[src/rtl/eco_pkg.sv]
`default_nettype none
// ============================================================================
// Module      : eco_pkg
// Description : Shared types and constants for the ECO result capture buffer.
//               Holds the capture FSM state encoding and the mismatch counter
//               width plus its saturating increment helper.
// Revision    : 1.0 - initial release
// ============================================================================
package eco_pkg;

  // Capture control states; encoding is fixed so it can be observed in debug.
  typedef enum logic [1:0] {
    ST_IDLE    = 2'd0,
    ST_CAPTURE = 2'd1,
    ST_HALT    = 2'd2
  } eco_state_e;

  // Width of the saturating mismatch counter.
  localparam int MIS_CNT_W = 8;

  // Value at which the mismatch counter stops counting.
  localparam logic [MIS_CNT_W-1:0] MIS_CNT_MAX = {MIS_CNT_W{1'b1}};

  // Saturating increment for the mismatch counter.
  function automatic logic [MIS_CNT_W-1:0] mis_cnt_inc(input logic [MIS_CNT_W-1:0] val);
    logic [MIS_CNT_W-1:0] res;
    if (val == MIS_CNT_MAX) begin
      res = val;
    end else begin
      res = val + 1'b1;
    end
    return res;
  endfunction

endpackage : eco_pkg
`default_nettype wire

[src/rtl/eco_sync_fifo.sv]
`default_nettype none
// ============================================================================
// Module      : eco_sync_fifo
// Description : Single-clock FIFO with power-of-two depth. Head entry is shown
//               combinationally on rdata; occupancy, full and empty are
//               registered-derived and update on the same edge as a push/pop.
// Revision    : 1.0 - initial release
// ============================================================================
module eco_sync_fifo #(
  parameter int WIDTH = 5,
  parameter int DEPTH = 8
) (
  input  logic                     clk,
  input  logic                     rst,
  input  logic                     push,
  input  logic                     pop,
  input  logic [WIDTH-1:0]         wdata,
  output logic [WIDTH-1:0]         rdata,
  output logic [$clog2(DEPTH):0]   count,
  output logic                     full,
  output logic                     empty
);

  localparam int              AW     = $clog2(DEPTH);
  localparam logic [AW:0]     C_FULL = (AW+1)'(DEPTH);

  logic [WIDTH-1:0] r_mem [DEPTH];
  logic [AW-1:0]    r_wr_ptr;
  logic [AW-1:0]    r_rd_ptr;
  logic [AW:0]      r_count;
  logic             w_push;
  logic             w_pop;

  // A push into a full FIFO is refused even if a pop happens in the same
  // cycle, so the accept decision only looks at the current occupancy.
  assign w_push = push && (r_count != C_FULL);
  assign w_pop  = pop  && (r_count != '0);

  assign full  = (r_count == C_FULL);
  assign empty = (r_count == '0);
  assign count = r_count;
  assign rdata = r_mem[r_rd_ptr];

  // Storage write; contents need no reset because the pointers gate visibility.
  always_ff @(posedge clk) begin
    if (w_push) begin
      r_mem[r_wr_ptr] <= wdata;
    end
  end

  // Pointer and occupancy bookkeeping; pointers wrap naturally at DEPTH.
  always_ff @(posedge clk) begin
    if (rst) begin
      r_wr_ptr <= '0;
      r_rd_ptr <= '0;
      r_count  <= '0;
    end else begin
      if (w_push) begin
        r_wr_ptr <= r_wr_ptr + 1'b1;
      end
      if (w_pop) begin
        r_rd_ptr <= r_rd_ptr + 1'b1;
      end
      case ({w_push, w_pop})
        2'b10:   r_count <= r_count + 1'b1;
        2'b01:   r_count <= r_count - 1'b1;
        default: r_count <= r_count;
      endcase
    end
  end

endmodule : eco_sync_fifo
`default_nettype wire

[src/rtl/eco_result_buffer.sv]
`default_nettype none
// ============================================================================
// Module      : eco_result_buffer
// Description : Captures result vectors from an ECO netlist, tags each with a
//               mismatch bit against the golden value and queues them in a
//               FIFO. Capture can halt on the first mismatch; overflow and a
//               saturating mismatch count are reported.
// Revision    : 1.0 - initial release
// ============================================================================
module eco_result_buffer
  import eco_pkg::*;
#(
  parameter int WIDTH = 4,
  parameter int DEPTH = 8
) (
  input  logic                   clk,
  input  logic                   rst,
  input  logic                   start,
  input  logic                   stop_on_err,
  input  logic                   in_valid,
  input  logic [WIDTH-1:0]       in_y,
  input  logic [WIDTH-1:0]       in_exp,
  output logic                   out_valid,
  input  logic                   out_ready,
  output logic [WIDTH-1:0]       out_data,
  output logic                   out_mis,
  output logic [$clog2(DEPTH):0] count,
  output logic                   full,
  output logic                   empty,
  output logic                   overflow,
  output logic [MIS_CNT_W-1:0]   mis_cnt,
  output logic                   halted
);

  eco_state_e           r_state;
  eco_state_e           w_state_nxt;
  logic                 w_capturing;
  logic                 w_mis;
  logic                 w_push;
  logic                 w_drop;
  logic                 w_pop;
  logic                 r_overflow;
  logic [MIS_CNT_W-1:0] r_mis_cnt;
  logic [WIDTH:0]       w_head;
  logic                 w_full;
  logic                 w_empty;

  assign w_capturing = (r_state == ST_CAPTURE);
  assign w_mis       = (in_y != in_exp);
  assign w_push      = w_capturing && in_valid && !w_full;
  assign w_drop      = w_capturing && in_valid &&  w_full;
  assign w_pop       = !w_empty && out_ready;

  // Entry layout: captured vector in the upper bits, mismatch flag in bit 0.
  eco_sync_fifo #(
    .WIDTH (WIDTH + 1),
    .DEPTH (DEPTH)
  ) u_fifo (
    .clk   (clk),
    .rst   (rst),
    .push  (w_push),
    .pop   (w_pop),
    .wdata ({in_y, w_mis}),
    .rdata (w_head),
    .count (count),
    .full  (w_full),
    .empty (w_empty)
  );

  assign full      = w_full;
  assign empty     = w_empty;
  assign out_valid = !w_empty;
  assign out_data  = w_head[WIDTH:1];
  assign out_mis   = w_head[0];
  assign overflow  = r_overflow;
  assign mis_cnt   = r_mis_cnt;
  assign halted    = (r_state == ST_HALT);

  // Capture state register.
  always_ff @(posedge clk) begin
    if (rst) begin
      r_state <= ST_IDLE;
    end else begin
      r_state <= w_state_nxt;
    end
  end

  // Next-state: start arms capture; a stored mismatch halts it when enabled.
  always_comb begin
    w_state_nxt = r_state;
    case (r_state)
      ST_IDLE: begin
        if (start) begin
          w_state_nxt = ST_CAPTURE;
        end
      end
      ST_CAPTURE: begin
        if (w_push && w_mis && stop_on_err) begin
          w_state_nxt = ST_HALT;
        end
      end
      ST_HALT: begin
        if (start) begin
          w_state_nxt = ST_CAPTURE;
        end
      end
      default: begin
        w_state_nxt = ST_IDLE;
      end
    endcase
  end

  // Sticky overflow flag: set by any sample refused while capturing and full.
  always_ff @(posedge clk) begin
    if (rst) begin
      r_overflow <= 1'b0;
    end else if (w_drop) begin
      r_overflow <= 1'b1;
    end
  end

  // Saturating count of mismatching samples actually stored.
  always_ff @(posedge clk) begin
    if (rst) begin
      r_mis_cnt <= '0;
    end else if (w_push && w_mis) begin
      r_mis_cnt <= mis_cnt_inc(r_mis_cnt);
    end
  end

endmodule : eco_result_buffer
`default_nettype wire

[config.mk]
export PLATFORM = sky130hd
export DESIGN_NAME = eco_result_buffer
export DESIGN_NICKNAME = d
export VERILOG_FILES = /design/src/rtl/eco_pkg.sv /design/src/rtl/eco_sync_fifo.sv /design/src/rtl/eco_result_buffer.sv
export SDC_FILE = /design/constraint.sdc
export NUM_CORES = 1
export LEC_CHECK = 0
export CORE_UTILIZATION = 54
export CTS_CLUSTER_DIAMETER = 50
export DETAILED_ROUTE_END_ITERATION = 8
export PLACE_DENSITY_LB_ADDON = 0.2
export SYNTH_ARGS = -nofsm -noshare
export SYNTH_HDL_FRONTEND = slang
export SYNTH_SLANG_ARGS = --single-unit
[constraint.sdc]
create_clock -name clk -period 2.83 [get_ports clk]
set_input_delay 0.4245 -clock clk [delete_from_list [all_inputs] [get_ports clk]]
set_output_delay 0.4245 -clock clk [all_outputs]
set_load 0.02 [all_outputs]
# After elaboration in Yosys (flattened, before gate mapping)
# Memory sizes are Yosys's and may differ from the RTL's. A register that Yosys moved wholly into a read port is not among the register bits.
# Index checks and enable logic that the tools add are counted.
word_totals:
  reg_bits: 21
  ram_bits: 40
  inputBits: 14
  output_inout_bits: 22
  elab_cells: 48
  memories: 1
mem_list:
  columns: ["name", "depth", "width", "rd", "rd_clocked_by_memory_dff", "write_ports", "line", "rtl"]
  rows:
  - ["u_fifo.r_mem", 8, 5, 1, 1, 1, "eco_sync_fifo.sv:27", "logic [WIDTH-1:0] r_mem [DEPTH];"]
classes:
  n_addsub: 5
  eq_ne: 10
  mux: 8
  n_bitwise: 1
  reduce_logical: 17
op_table:
  columns: ["op", "count"]
  rows:
  - ["adder 8 x 1 -> 8 bit, second input constant", 1]
  - ["== test 8 bit, second input constant", 1]
  - ["logical AND 1 bit", 8]
  - ["case mux 4 bit (2 select lines)", 1]
  - ["adder 3 x 1 -> 3 bit, second input constant", 2]
  - ["2-to-1 mux 3 bit", 2]
  - ["adder 4 x 1 -> 4 bit, second input constant", 1]
  - ["== test 2 x 1 -> 1 bit, second input constant", 2]
  - ["== test 2 bit, second input constant", 2]
  - ["== test 4 bit, second input constant", 1]
  - ["zero test 4 bit", 1]
  - ["2-to-1 mux 2 bit", 2]
  - ["!= test 2 x 1 -> 1 bit, second input constant", 2]
  - ["!= test 4 bit", 1]
  - ["!= test 4 bit, second input constant", 1]
  - ["case mux 2 bit (2 select lines)", 1]
  - ["AND reduction 2 bit", 2]
  - ["nonzero test 4 bit", 1]
  - ["subtractor 4 x 1 -> 4 bit, second input constant", 1]
  - ["zero test 1 bit", 2]
  - ["zero test 2 bit", 1]
  - ["2-to-1 mux 1 bit", 2]
  - ["nonzero test 2 bit", 1]
  - ["OR reduction 2 bit", 1]
  - ["inverter 1 bit", 1]

# Logic depth before layout (Yosys ltp)
# Gate-level depths: netlist of the first run.
logic_depth:
  word_depth: 7
  ltp_mapped: 11
  ltp_nobuf: 10

# Modules after synthesis
# Synthesis of the first run repeated with hierarchy kept, for this count alone.
unflattened:
  cells_unflattened: 203
  area_unflattened_um2: 2824.0
by_module_without_submodules:
  columns: ["module", "n_inst", "cells_per_inst", "area_each_um2", "seq_area_each_um2"]
  rows:
  - ["eco_sync_fifo", 1, 132, 2199.6, 1461.4]
  - ["eco_result_buffer", 1, 71, 624.3, 220.2]

# Least setup slack after synthesis of the first run
# Ideal clock, no wire load.
synth_path:
  path_kind: "register -> register"
  from: "register u_fifo.r_count[1], in the netlist u_fifo.count[1]"
  to: "register u_fifo.r_count[2], in the netlist u_fifo.count[2]"
  setup_ps: 70
  arrival_time_ps: 2603
  required_time_ps: 2760
  path_slack_ps: 156
  stages_incl_launch_ff: 12
  n_path_buf: 1
  period_less_slack_ps: 2674
  path_cell_list: "dfxtp_1 -> or4b_4 -> and2_4 -> buf_6 -> inv_1 -> ha_1 -> xor2_1 -> ha_1 -> a21oi_1 -> xor2_1 -> or3_1 -> a21oi_1"
synth_between:
  elab_chain_len: 6
  word_cells_on_any_way: 16
  cone_classes: "add/sub: 2; eq/ne: 4; mux: 1; reduce/logical: 9"
synth_lines:
  columns: ["item", "line", "rtl"]
  rows:
  - ["start: declaration", "eco_sync_fifo.sv:30", "logic [AW:0] r_count;"]
  - ["start signal: assignment", "eco_sync_fifo.sv:65", "2'b10: r_count <= r_count + 1'b1;"]
  - ["start signal: assignment", "eco_sync_fifo.sv:66", "2'b01: r_count <= r_count - 1'b1;"]
  - ["start signal: assignment", "eco_sync_fifo.sv:67", "default: r_count <= r_count;"]
  - ["== test 4 bit or zero test 4 bit (tied branches)", "eco_sync_fifo.sv:39, eco_sync_fifo.sv:40", null]
  - ["zero test 1 bit (on tied branches)", "eco_result_buffer.sv:50, eco_result_buffer.sv:52", null]
  - ["logical AND 1 bit (on tied branches)", "eco_result_buffer.sv:50, eco_result_buffer.sv:52", null]
  - ["logical AND 1 bit (on tied branches)", "eco_sync_fifo.sv:36, eco_sync_fifo.sv:37", null]
  - ["== test 2 x 1 -> 1 bit or == test 2 bit (tied branches)", "eco_sync_fifo.sv:64", "case ({w_push, w_pop})"]
  - ["case mux 4 bit (2 select lines) or nonzero test 2 bit (tied branches)", null, null]
# Parallel ways exist; a longest one is shown, timed or not.
# A chain may end at the register's enable or synchronous reset.

==> results of run 1 <==
## where the power goes
| group | internal (W) | switching (W) | total [W] |
|---|---|---|---|
| Sequential | 0.00104 | 0.0000569 | 0.00109 |
| Combinational | 0.000375 | 0.000342 | 0.000717 |
| Clock | 0.000404 | 0.000323 | 0.000726 |
## metal layers
layer / vias to the layer above / part of all wire (%)
met1: 875 / 47
met3: 10 / 3.6
met4: 0 / 1.8
met2: 43 / 48
li1: 865 / -
met5: - / 0
## layout make-up
type | instances | area (um^2) | area share (%)
sequential | 64 | 1680 | 49.4
clock inverter | 4 | 45.0 | 1.32
tap | 67 | 83.8 | 2.47
timing repair buffer | 46 | 433 | 12.7
inverter | 8 | 30.0 | 0.883
clock buffer | 12 | 135 | 3.97
multi-input combinational | 123 | 992 | 29.2
## worst max path at each step
stage,cells after the start,to,slack (ns),from
after floorplan,11,u_fifo.count[2],0.16,u_fifo.count[1]
after global placement,11,u_fifo.count[2],0.22,in_valid
after detailed placement,11,u_fifo.count[2],0.13,in_valid
after CTS,4,out_data[2],0.16,flip-flop
after global routing,10,u_fifo.count[2],0.02,u_fifo.count[1]
final,4,out_data[2],0.20,flip-flop
## logic make-up (layout without fill, tap and decap cells)
kind of cell,Yosys count,count (layout),synth area share [%]
buf+inv,16,70,2.60
flops,64,64,61.3
fa+ha+maj,6,6,2.73
compound gates,25,25,5.56
mux,19,19,11.9
simple gates,62,62,12.5
xor+xnor,11,11,3.51
## critical path, cell delays in order, from the launching register on
cell	delay (ns)
dfxtp_1	0.31
buf_4	0.22
mux4_2	0.54
mux2_2	0.29
clkdlybuf4s50_1	0.54
## synthesized netlist by cell type (all sizes together), types with 2 or more instances
library cell	count	share of area, %
dfxtp	24	18
nand2b	3	0.68
ha	6	2.7
nor2	16	2.2
mux2	8	3.3
clkbuf	4	0.55
nand3	7	1.3
nor4	3	0.68
or4	4	1.1
a21oi	13	2.4
nand2	9	1.2
o21ai	3	0.55
xnor2	5	1.6
xor2	6	1.9
nor3	4	0.73
mux4	10	8.2
nor2b	4	0.91
buf	4	0.96
edfxtp	40	44
or3	2	0.46
o31ai	3	0.82
inv	8	1.1
## flip-flops by register name, indices dropped and copies added, names as in the netlist, named ones only
name and cells:
mis_cnt 8, overflow 1, r_state 2, u_fifo.count 4, u_fifo.r_mem 40, u_fifo.r_rd_ptr 3, u_fifo.r_wr_ptr 3
## through the flow
step	setup WS [ns]	cells	hold slack [ns]	total power, W
4_1_cts	0.164	324	0.498	0.00256
6_report	0.201	324	0.486	0.00254
2_1_floorplan	0.156	203	0.454	0.00158
3_5_place_dp	0.133	308	0.468	0.00184
5_1_grt	0.0246	324	0.527	0.00267
3_3_place_gp	0.216	308	0.468	0.00182
==> metrics.txt, run 1 <==
status completed; max cap viols 0; Core ar. 4820 um^2; post-synthesis cell type count 40; # clock sinks 64; Max Root-Sink Buffers 2; share of layout cells above drive strength 1 17.9%; Via density 5.53; Cells after Synth 203; flops & latches, synth 64; initial antenna violation count 0; Residual DRC 0; Post-DP Area 3220 um^2; r2r setup slk 0.23 ns; crit end category output pin; worst r2r path cells 10; CTS Buf Count 9; Final ANT Viol Nets 0; pwr dens 746 nW/um^2; TritonCTS clock tree yes; final worst-path cycle share 92.9%; synthesized area per cell 13.5 um^2; final core utilization 70.6%; sequential share of the synthesized area 61.3%; worst reg2reg endpoint u_fifo.count[2]; Worst Hold Launch overflow; Buffers on Ports 35; Clock Pin Slew Worst Setup and Hold Paths 0.06 ns; via count 1,793; leakage 1.16 nW; worst-margin pin slew 0.800 ns; number of flops mapped to enable cells by yosys 40; largest net degree at the start of global routing 15; hold depth 2; Final #Nets 272; Filler cells 376; GRT busiest layer met2; Final setup viols 0; full die area 5370 um^2; Final Hold Viols 0; Slew HR 46.5%; Chip Width 73.3 um; Hold Buf Count CTS 0; Clock Skews 0.00611 ns; commonest cells after routing, fill and taps aside 40 x edfxtp_1, 35 x clkdlybuf4s50_1, 24 x dfxtp_1; Ports 36; area growth from synthesis to layout 23.9%; Required @ worst endpoint 2.41 ns; worst-skew pair later-pin latency 0.32 ns; peak supply drop 0.476 mV; chip height 73.3 um; met2 Track Usage GR 33.4%; first-pass GRT wire length 8350 um; post-detail-place hpwl 3450 um; fraction of registers with async set/reset 0%; number of global-route vias before repair 1,693; syn_nets 223; Period minus WS final 2.63 ns; setup TNS 0 ns; num rows 25; CTS H-tree lvls 3; drt first-iter violations 109; Crit Path Class flip-flop to output pin; post-CTS setup buffers 0; RSZ-0062 raised after global routing false; Synth Flop Type edfxtp_1; synthesized area 2750 um^2; most common cell after layout, fill and taps aside edfxtp_1; DR WL/cell 16.0 um; R2R Path Start u_fifo.count[1]; CP Max Fanout 10; CP startpoint kind flip-flop; WHS Endpoint overflow; root buffer cell clkbuf_8; Warnings, synthesis 0; DRT Wirelength 5200 um; Total GRT Usage 21.7%; Critical Path AT 2.20 ns; M1 GR Usage 29.1%; number of antenna diodes 0; GP Congestion 0.759; First-pass DRT Iterations 4; Final Cell Area 3400 um^2; met3 global-route usage 4.25%; grt total ovfl 0; Starting Density 57.0%; fmax 0.380 GHz; cts repair resizes 0; hold crit path type flip-flop to flip-flop; Slew Viols, Final 0
Note: power is estimated with default switching activity, not from simulation.
==> run 2: changes to the inputs <==
==> constraint.sdc (replaced) <==
create_clock -name clk -period 2.83 [get_ports clk]
set_input_delay 0.283 -clock clk [delete_from_list [all_inputs] [get_ports clk]]
set_output_delay 0.283 -clock clk [all_outputs]
set_load 0.02 [all_outputs]
==> metrics.txt, run 2 (synthesis gave the netlist of run 1 again) <==
Post-Layout Cell Count 322; max reg flops 40; Slew Viols, Final 0; Required @ worst endpoint 3.08 ns; FF+latch area 1680 um^2; status completed; part of the power in the clock network 28.9%; CTS H-tree lvls 3; first-pass GRT wire length 8390 um; Total GRT Usage 22.1%; CP max stage cell or4b_4; DR WL/cell 15.9 um; Clock Skews 0.00684 ns; Crit Path Class flip-flop to flip-flop; CTS Buf Count 9; number of antenna diodes 0; Period minus WS final 2.60 ns; Core ar. 4820 um^2; Max stage delay on crit path 0.58 ns; Ports 36; full die area 5370 um^2; Internal 0.00182 W; commonest cells after routing, fill and taps aside 40 x edfxtp_1, 35 x clkdlybuf4s50_1, 24 x dfxtp_1; leakage 1.15 nW; Setup WS post-layout 0.229 ns; Chip Width 73.3 um; via count 1,731; Flop pwr share 42.9%; Place WS 0.166 ns; worst-margin pin slew 0.779 ns; final core utilization 70.4%; RSZ-0062 raised after global routing false; CP startpoint kind flip-flop; area growth from synthesis to layout 23.6%; Final ANT Viol Nets 0; Critical Path AT 2.85 ns; # clock sinks 64; pwr dens 752 nW/um^2; Starting Density 57.0%; multi-input logic area 998 um^2; Filler cells 348; chip height 73.3 um; crit end category flip-flop; post-detail-place hpwl 3400 um; share of layout cells above drive strength 1 18.0%; grt total ovfl 0; Final #Nets 270; max cap viols 0; Final Hold Viols 0; Via density 5.38; Buffers on Ports 35; worst-skew pair later-pin latency 0.33 ns; initial antenna violation count 0; final worst-path cycle share 91.9%; Residual DRC 0; GP Congestion 0.736; DRT Wirelength 5120 um; Post-DP Area 3210 um^2; peak supply drop 0.633 mV; Biggest register u_fifo.r_mem; post-CTS setup buffers 0; combinational fraction of design power 28.2%; Final Cell Area 3390 um^2; drt first-iter violations 83; hold crit path type flip-flop to flip-flop; Max Root-Sink Buffers 2; most common cell after layout, fill and taps aside edfxtp_1; Sw Ratio 28.5%; number of global-route vias before repair 1,744; crit-path cells or4b_4 -> and2_4 -> inv_1 -> ha_2 -> xor2_1 -> ha_1 -> a21oi_1 -> xor2_1 -> or3_1 -> a21oi_1; Slew HR 47.8%; Sw Pwr 0.000726 W; First-pass DRT Iterations 4; dpl cells 306; fmax 0.384 GHz; num rows 25; Clock Pin Slew Worst Setup and Hold Paths 0.07 ns; TritonCTS clock tree yes; setup TNS 0 ns; root buffer cell clkbuf_8; Final setup viols 0; CP Max Fanout 8; largest net degree at the start of global routing 19
-- run 2: cell types whose count changed in the layout (fill, tap and decap cells not counted) --
cell | before | now
or4_1 | 4 | 3
ha_2 | 0 | 1
ha_1 | 6 | 5
buf_4 | 11 | 9
or4_4 | 0 | 1
-- run 2: worst paths after layout --
kind,from,end,slack (ns),cells past startpoint
min reg2reg,u_fifo.r_rd_ptr[1],flip-flop,0.49,2
max reg2reg,u_fifo.count[1],u_fifo.count[2],0.23,10
max,u_fifo.count[1],u_fifo.count[2],0.23,10
min,u_fifo.r_rd_ptr[1],flip-flop,0.49,2
-- run 2: power by group through the flow --
stage / logic (W) / registers (W) / clock network [W]
finish: 0.000720 / 0.00109 / 0.000738
detailed placement: 0.000713 / 0.00111 / 0
global route: 0.000775 / 0.00110 / 0.000790
floorplan: 0.000464 / 0.00112 / 0
CTS: 0.000717 / 0.00109 / 0.000749
global placement: 0.000707 / 0.00111 / 0
-- run 2: worst max-delay path: cells and delay by family (launching register included) --
kind,cells,cell delay (ns)
AND/OR/NAND/NOR,3,1.08
AO/OA/AOI/OAI,2,0.21
XOR/XNOR,2,0.32
adder cells (fa/ha/maj),2,0.41
buffers and inverters,1,0.12
flip-flops,1,0.38
-- run 2: routing by layer --
layer	vias to the layer above	track usage [%]	wire length (um)	part of all wire, %
li1	864	-	-	-
met1	807	28.3	2290	45
met2	50	34.8	2460	48
met3	10	4.66	246	4.8
met4	0	13.2	126	2.5
met5	-	0	0	0
-- run 2: area by class of cell --
cell class | count | area share, %
Timing Repair Buffer | 44 | 12.3
Inverter | 8 | 0.885
Clock buffer | 12 | 3.98
Sequential cell | 64 | 49.6
Multi-Input combinational cell | 123 | 29.4
Tap cell | 67 | 2.47
Clock inverter | 4 | 1.33
-- run 2: per-stage QoR --
stage,power (W),hold WS [ns]
floorplan,0.00158,0.382
global placement,0.00182,0.472
detailed placement,0.00182,0.475
CTS,0.00256,0.491
global route,0.00267,0.510
finish,0.00255,0.489
-- run 2: timing repair --
| item | 4_1_cts | 5_1_grt |
|---|---|---|
| hold buffers | 0 | 0 |
| setup endpoints to repair | 0 | 1 |
| resized for setup | 0 | 2 |
==> run 3: changes to the inputs <==
CTS_CLUSTER_DIAMETER = 60   (was 50)
==> results of run 3 <==
Final layout, timing and power as in run 2 (identical DEF).
